--- src/rtl/sd_recode_pkg.sv ---
// Shared types and constants for the radix-10 signed-digit recoding sequencer.
package sd_recode_pkg;

  typedef enum logic [1:0] {
    IDLE  = 2'd0,
    RUN   = 2'd1,
    FLUSH = 2'd2
  } state_t;

  // One-hot magnitude encoding {y5,y4,y3,y2,y1}; all zero means digit 0
  localparam logic [4:0] MAG_0 = 5'b00000;
  localparam logic [4:0] MAG_1 = 5'b00001;
  localparam logic [4:0] MAG_2 = 5'b00010;
  localparam logic [4:0] MAG_3 = 5'b00100;
  localparam logic [4:0] MAG_4 = 5'b01000;
  localparam logic [4:0] MAG_5 = 5'b10000;

  localparam logic [3:0] BCD_MAX   = 4'd9;
  localparam logic [3:0] SD_THRESH = 4'd5;

  // Binary magnitude 0..5 to one-hot; anything larger maps to zero
  function automatic logic [4:0] mag_onehot(input logic [3:0] m);
    logic [4:0] r;
    case (m)
      4'd1:    r = MAG_1;
      4'd2:    r = MAG_2;
      4'd3:    r = MAG_3;
      4'd4:    r = MAG_4;
      4'd5:    r = MAG_5;
      default: r = MAG_0;
    endcase
    return r;
  endfunction

endpackage

--- src/rtl/sd_digit_recode.sv ---
// Single BCD digit to signed-digit recoder: value = y + t - 10*(y>=5).
// With BCD_CHECK_EN defined, digits above 9 flag err, recode to 0 and
// suppress the outgoing transfer.
module sd_digit_recode
  import sd_recode_pkg::*;
(
  input  logic [3:0] y,
  input  logic       t,
  output logic [4:0] mag,
  output logic       neg,
  output logic       ys,
  output logic       err
);

  logic       ge5;
  logic       bad;
  logic [3:0] mag_val;

  // Recode one digit into sign plus one-hot magnitude
  always_comb begin
    ge5     = (y >= SD_THRESH);
`ifdef BCD_CHECK_EN
    bad     = (y > BCD_MAX);
`else
    bad     = 1'b0;
`endif
    neg     = 1'b0;
    mag_val = 4'd0;
    if (bad) begin
      mag_val = 4'd0;
    end else if (ge5) begin
      // y+t-10 lies in -5..0, so magnitude is 10-y-t
      mag_val = 4'd10 - y - {3'b000, t};
      neg     = (mag_val != 4'd0);
    end else begin
      mag_val = y + {3'b000, t};
    end
    mag = mag_onehot(mag_val);
    ys  = ge5 && !bad;
    err = bad;
  end

endmodule

--- src/rtl/sd_recode_sequencer.sv ---
// Serial radix-10 SD recoding controller: accepts an NDIG-digit BCD operand,
// emits NDIG recoded digits LSB first, then one transfer digit.
// Optional BCD_CHECK_EN enables invalid-digit flagging in the recoder.
module sd_recode_sequencer
  import sd_recode_pkg::*;
#(
  parameter int unsigned NDIG = 16,
  parameter int unsigned IDXW = $clog2(NDIG + 1)
) (
  input  logic                clk,
  input  logic                rst_n,
  input  logic                in_valid,
  output logic                in_ready,
  input  logic [4*NDIG-1:0]   in_bcd,
  output logic                out_valid,
  input  logic                out_ready,
  output logic [4:0]          out_mag,
  output logic                out_neg,
  output logic [IDXW-1:0]     out_idx,
  output logic                out_last,
  output logic                out_err
);

  localparam int unsigned OPW = 4 * NDIG;

  state_t         state;
  logic [OPW-1:0] sreg;      // digits not yet presented, next one at [3:0]
  logic           transfer;  // transfer into the digit held at sreg[3:0]

  logic [3:0] rec_y;
  logic       rec_t;
  logic [4:0] rec_mag;
  logic       rec_neg;
  logic       rec_ys;
  logic       rec_err;

  // Recoder looks ahead: incoming LSB digit in IDLE, next queued digit otherwise
  always_comb begin
    rec_y = sreg[3:0];
    rec_t = transfer;
    if (state == IDLE) begin
      rec_y = in_bcd[3:0];
      rec_t = 1'b0;
    end
  end

  sd_digit_recode u_rec (
    .y   (rec_y),
    .t   (rec_t),
    .mag (rec_mag),
    .neg (rec_neg),
    .ys  (rec_ys),
    .err (rec_err)
  );

  // Sequencer FSM with registered outputs held during backpressure
  always_ff @(posedge clk) begin
    if (!rst_n) begin
      state     <= IDLE;
      sreg      <= '0;
      transfer  <= 1'b0;
      in_ready  <= 1'b1;
      out_valid <= 1'b0;
      out_mag   <= MAG_0;
      out_neg   <= 1'b0;
      out_idx   <= '0;
      out_last  <= 1'b0;
      out_err   <= 1'b0;
    end else begin
      case (state)
        IDLE: begin
          if (in_valid) begin
            sreg      <= in_bcd >> 4;
            transfer  <= rec_ys;
            out_mag   <= rec_mag;
            out_neg   <= rec_neg;
            out_err   <= rec_err;
            out_idx   <= '0;
            out_last  <= 1'b0;
            out_valid <= 1'b1;
            in_ready  <= 1'b0;
            state     <= RUN;
          end
        end
        RUN: begin
          if (out_ready) begin
            if (out_idx == IDXW'(NDIG - 1)) begin
              out_mag  <= transfer ? MAG_1 : MAG_0;
              out_neg  <= 1'b0;
              out_err  <= 1'b0;
              out_last <= 1'b1;
              out_idx  <= IDXW'(NDIG);
              state    <= FLUSH;
            end else begin
              sreg     <= sreg >> 4;
              transfer <= rec_ys;
              out_mag  <= rec_mag;
              out_neg  <= rec_neg;
              out_err  <= rec_err;
              out_idx  <= out_idx + IDXW'(1);
            end
          end
        end
        FLUSH: begin
          if (out_ready) begin
            sreg      <= '0;
            transfer  <= 1'b0;
            out_valid <= 1'b0;
            out_mag   <= MAG_0;
            out_neg   <= 1'b0;
            out_err   <= 1'b0;
            out_idx   <= '0;
            out_last  <= 1'b0;
            in_ready  <= 1'b1;
            state     <= IDLE;
          end
        end
        default: state <= IDLE;
      endcase
    end
  end

endmodule
--- config.mk ---
export PLATFORM = sky130hd
export DESIGN_NAME = sd_recode_sequencer
export DESIGN_NICKNAME = d
export VERILOG_FILES = /design/src/rtl/sd_recode_pkg.sv /design/src/rtl/sd_digit_recode.sv /design/src/rtl/sd_recode_sequencer.sv
export SDC_FILE = /design/constraint.sdc
export NUM_CORES = 1
export LEC_CHECK = 0
export CAP_MARGIN = 20
export CORE_UTILIZATION = 45
export DETAILED_ROUTE_END_ITERATION = 8
export MAX_ROUTING_LAYER = met4
export PLACE_DENSITY = 0.72
export REMOVE_ABC_BUFFERS = 1
export SLEW_MARGIN = 20
export SYNTH_ARGS = -nofsm -noshare
export SYNTH_HDL_FRONTEND = slang
export SYNTH_HIERARCHICAL = 1
export SYNTH_SLANG_ARGS = --single-unit
--- constraint.sdc ---
create_clock -name clk -period 3.55 [get_ports clk]
set_input_delay 0.5325 -clock clk [delete_from_list [all_inputs] [get_ports clk]]
set_output_delay 0.5325 -clock clk [all_outputs]
set_load 0.005 [all_outputs]
==> results.txt <==
----------------------------------------------------
[Detailed routing]
  Average wire length per cell after detail routing ... 13.5 µm
  Number of DRC violations after detailed-routing iteration 0 ... 229
  Routed Wire Length ... 8700 µm
  Post-detailed-route DRC marker count ... 0
  Number of detailed-route iterations in the first pass ... 4
  Number of nets still failing antenna checks after routing ... 0
  Via density ... 5.58
  Number of vias after detailed routing ... 3,608

[CTS]
  Clock-pin slew of the registers on the worst-case setup and hold paths ... 0.07 ns
  Post-CTS sizing ... 0
  Total CTS buffers ... 9
  TritonCTS clock tree ... done
  Clock latency on the worst-skew pair ... 0.35 ns
  CTS Hold Bufs ... 0
  H-tree levels ... 3
  Clock sink total ... 78
  Number of buffers added for setup after CTS ... 0
  Maximum root-to-sink buffer count ... 2
  Clock root cell ... sky130_fd_sc_hd__clkbuf_8

[Setup path]
  Data required, critical path ... 3.83 ns
  Worst reg2reg startpoint ... state[1]$_SDFFE_PN0P_
  Crit path launch ... state[1]$_SDFFE_PN0P_
  Maximum fanout along the worst path ... 5
  Arr. time, crit path ... 3.34 ns
  Critical path endpoint category ... flip-flop
  Depth of the worst register-to-register path ... 15
  CP Launch Type ... flip-flop
  Register-to-register path setup slack ... 0.48 ns
  Destination of the worst register-to-register timing path ... out_mag[0]$_SDFFE_PN0P_
  Type of the setup path with the least slack ... reg -> reg

[Logic synthesis]
  Most frequently used cell type in the post-synthesis netlist ... sky130_fd_sc_hd__dfxtp_1
  Synthesized instance count ... 485
  Cell Area, Synth ... 3860 µm²
  Top area cells in the synthesized netlist ... sky130_fd_sc_hd__dfxtp_1 (40%), sky130_fd_sc_hd__a311oi_1 (13%), sky130_fd_sc_hd__nand3_1 (9.2%)
  Synth warn ... 6
  Number of synthesized flops with an enable pin ... 0
  Most common library cells after synthesis ... sky130_fd_sc_hd__dfxtp_1 (78), sky130_fd_sc_hd__nand3_1 (71), sky130_fd_sc_hd__nand2_1 (67)
  Sequential element share of the synthesized area ... 40.4%
  Proportion of netlist area held by the largest area contributor ... 40.4%
  Async SR Flop Fraction ... 0%
  Top cell type by total area after synthesis ... sky130_fd_sc_hd__dfxtp_1
  Netlist cell types ... 44
  Predominant post-synthesis flop cell ... sky130_fd_sc_hd__dfxtp_1
  Number of synthesized register bits ... 78
  Syn_area_per_cell ... 7.96 µm²

[STA]
  Setup total negative slack ... 0 ns
  Worst clock skew ... 0.0156 ns
  Highest clock frequency the design can meet ... 326 MHz
  Worst max-slew margin expressed relative to the limit ... 33.8%
  Number of hold violations in the final report ... 0
  Post-route fraction of the period consumed by the critical path ... 86.5%
  Unrepaired setup endpoints after global routing ... false
  Setup violations, final ... 0
  Time the final worst path needs with I/O delays and setup ... 3.07 ns
  Max Transition Viols Final ... 0
  Worst slew pin tran ... 0.993 ns

[Floorplanning]
  Initial Util ... 46.8%
  Count of boundary I/O pins ... 83
  Die width ... 94.6 µm
  Floorplan row count ... 33
  Die H ... 94.6 µm
  Die area ... 8960 µm²
  Std-Cell Core Area ... 8260 µm²

[Global routing]
  Overall Global Routing Usage ... 21.3%
  Remaining global-route overflow ... 0
  Via count of the first global-routing pass ... 3,255
  Maximum number of pins on one net before global-route repair ... 123
  Global-route wire length before repair ... 14,800 µm
  Number of antenna violations at the first check in global routing ... 0

[Hold path]
  Worst hold path type ... reg -> reg
  Hold worst-path end ... out_mag[1]$_SDFFE_PN0P_
  Worst Hold Path Cells ... 2
  Launch point of the worst hold path ... out_mag[1]$_SDFFE_PN0P_

[Layout]
  Area added between synthesis and finish ... 26.7%
  Share of the core filled with cells in the final layout ... 59.2%
  Post-route cell area ... 4890 µm²
  Final std cells w/o fill ... 647
  Net count reported at finish ... 618
  Antenna fix cells ... 0
  Fraction of final layout cells sized beyond drive strength 1 ... 5.90%

[Place]
  IO buf count ... 82
  Instance count after placement with tap cells included ... 631
  Post-detail-place hpwl ... 5430 µm
  GPL Wtd Cong ... 0.884
  Total placed instance area ... 4660 µm²

[Power and ir drop]
  Sw Ratio ... 32.4%
  Fraction of power consumed by the clock network ... 28.3%
  Net switching power of the design ... 0.000880 W
  Portion of total power attributed to sequential cells ... 41.2%
  Peak VDD IR ... 0.224 mV
  Logic pwr share ... 30.5%
  Leakage ... 1.80 nW
  Design internal power ... 0.00183 W
  Power per cell area ... 555 nW/µm²

[Job]
  Max-cap violation count ... 0

[Run status]
  Status ... completed

----------------------------------------------------
power groups by stage:
| stage | logic (W) | clock network (W) | registers [W] |
|---|---|---|---|
| after floorplan | 0.000587 | 0 | 0.00112 |
| after global placement | 0.000811 | 0 | 0.00113 |
| after detailed placement | 0.000832 | 0 | 0.00114 |
| after CTS | 0.000835 | 0.000786 | 0.00112 |
| after global routing | 0.000941 | 0.000823 | 0.00114 |
| final | 0.000829 | 0.000768 | 0.00112 |
flip-flops by register name, indices dropped and copies added (netlist names):
| signal | cells |
|---|---|
| sreg | 60 |
| out_idx | 5 |
| out_mag | 5 |
| state | 2 |
| in_ready | 1 |
| out_err | 1 |
| out_last | 1 |
| out_neg | 1 |
| out_valid | 1 |
| transfer | 1 |
cell usage in the layout, fill, tap and decap left out, drive strengths merged, types with 4 or more instances in the layout:
cell type | Yosys | layout
o21ai | 6 | 6
buf | 18 | 5
dfxtp | 78 | 78
mux2 | 4 | 4
inv | 11 | 12
nand3 | 71 | 71
nand2b | 9 | 9
ha | 12 | 12
nor2 | 67 | 67
clkdlybuf4s50 | 0 | 82
clkbuf | 28 | 13
a21oi | 22 | 22
a311oi | 56 | 56
nand2 | 67 | 67
routing by layer:
layer | global-route usage [%] | routed length (µm) | vias up
met2 | 34.4 | 4040 | 115
met5 | - | 0 | -
met3 | 4.59 | 451 | 10
li1 | - | - | 1832
met4 | 5.93 | 97 | 0
met1 | 26.9 | 4120 | 1651
critical path, cell delays in order (launching register included):
cell and delay, ns:
sky130_fd_sc_hd__dfxtp_1 0.33, sky130_fd_sc_hd__inv_1 0.10, sky130_fd_sc_hd__ha_2 0.21, sky130_fd_sc_hd__mux2_2 0.38
sky130_fd_sc_hd__inv_1 0.07, sky130_fd_sc_hd__ha_1 0.14, sky130_fd_sc_hd__ha_1 0.14, sky130_fd_sc_hd__inv_1 0.05
sky130_fd_sc_hd__fa_1 0.36, sky130_fd_sc_hd__xor2_1 0.18, sky130_fd_sc_hd__mux2i_1 0.16, sky130_fd_sc_hd__nor4b_1 0.41
sky130_fd_sc_hd__inv_1 0.07, sky130_fd_sc_hd__o21ai_0 0.18, sky130_fd_sc_hd__a221oi_1 0.10, sky130_fd_sc_hd__nor2_1 0.15
how the worst max path moves through the flow:
| stage | to | slack (ns) | cells after the start |
|---|---|---|---|
| final | out_mag[0]$_SDFFE_PN0P_ | 0.48 | 15 |
| after global routing | out_mag[0]$_SDFFE_PN0P_ | 0.16 | 15 |
| after CTS | out_mag[0]$_SDFFE_PN0P_ | 0.48 | 15 |
| after detailed placement | out_mag[0]$_SDFFE_PN0P_ | 0.26 | 14 |
| after global placement | out_mag[0]$_SDFFE_PN0P_ | 0.37 | 14 |
| after floorplan | sreg[0]$_SDFFE_PN0P_ | -1.88 | 5 |
through the flow:
step,hold WS (ns),total power [W],setup WS (ns)
after floorplan,0.446,0.00171,-1.88
after global placement,0.440,0.00194,0.373
after detailed placement,0.445,0.00197,0.260
after CTS,0.454,0.00274,0.477
after global routing,0.464,0.00290,0.157
final,0.450,0.00271,0.480
logic make-up after synthesis:
family | after synthesis | synth area share [%]
other cells | 1 | 0.0971
xor+xnor | 3 | 0.680
flops | 78 | 40.4
mux | 6 | 1.68
fa+ha+maj | 13 | 4.41
buf+inv | 58 | 6.64
simple gates | 231 | 27.0
compound gates | 95 | 19.0
area by class of cell:
class / count / area, µm²
multi-input combinational: 349 / 2050
tap: 105 / 131
inverter: 12 / 45.0
clock inverter: 3 / 65.1
clock buffer: 13 / 169
timing repair buffer: 87 / 871
sequential: 78 / 1560
fill: 772 / 3370
Power figures use the tool's default switching activity.
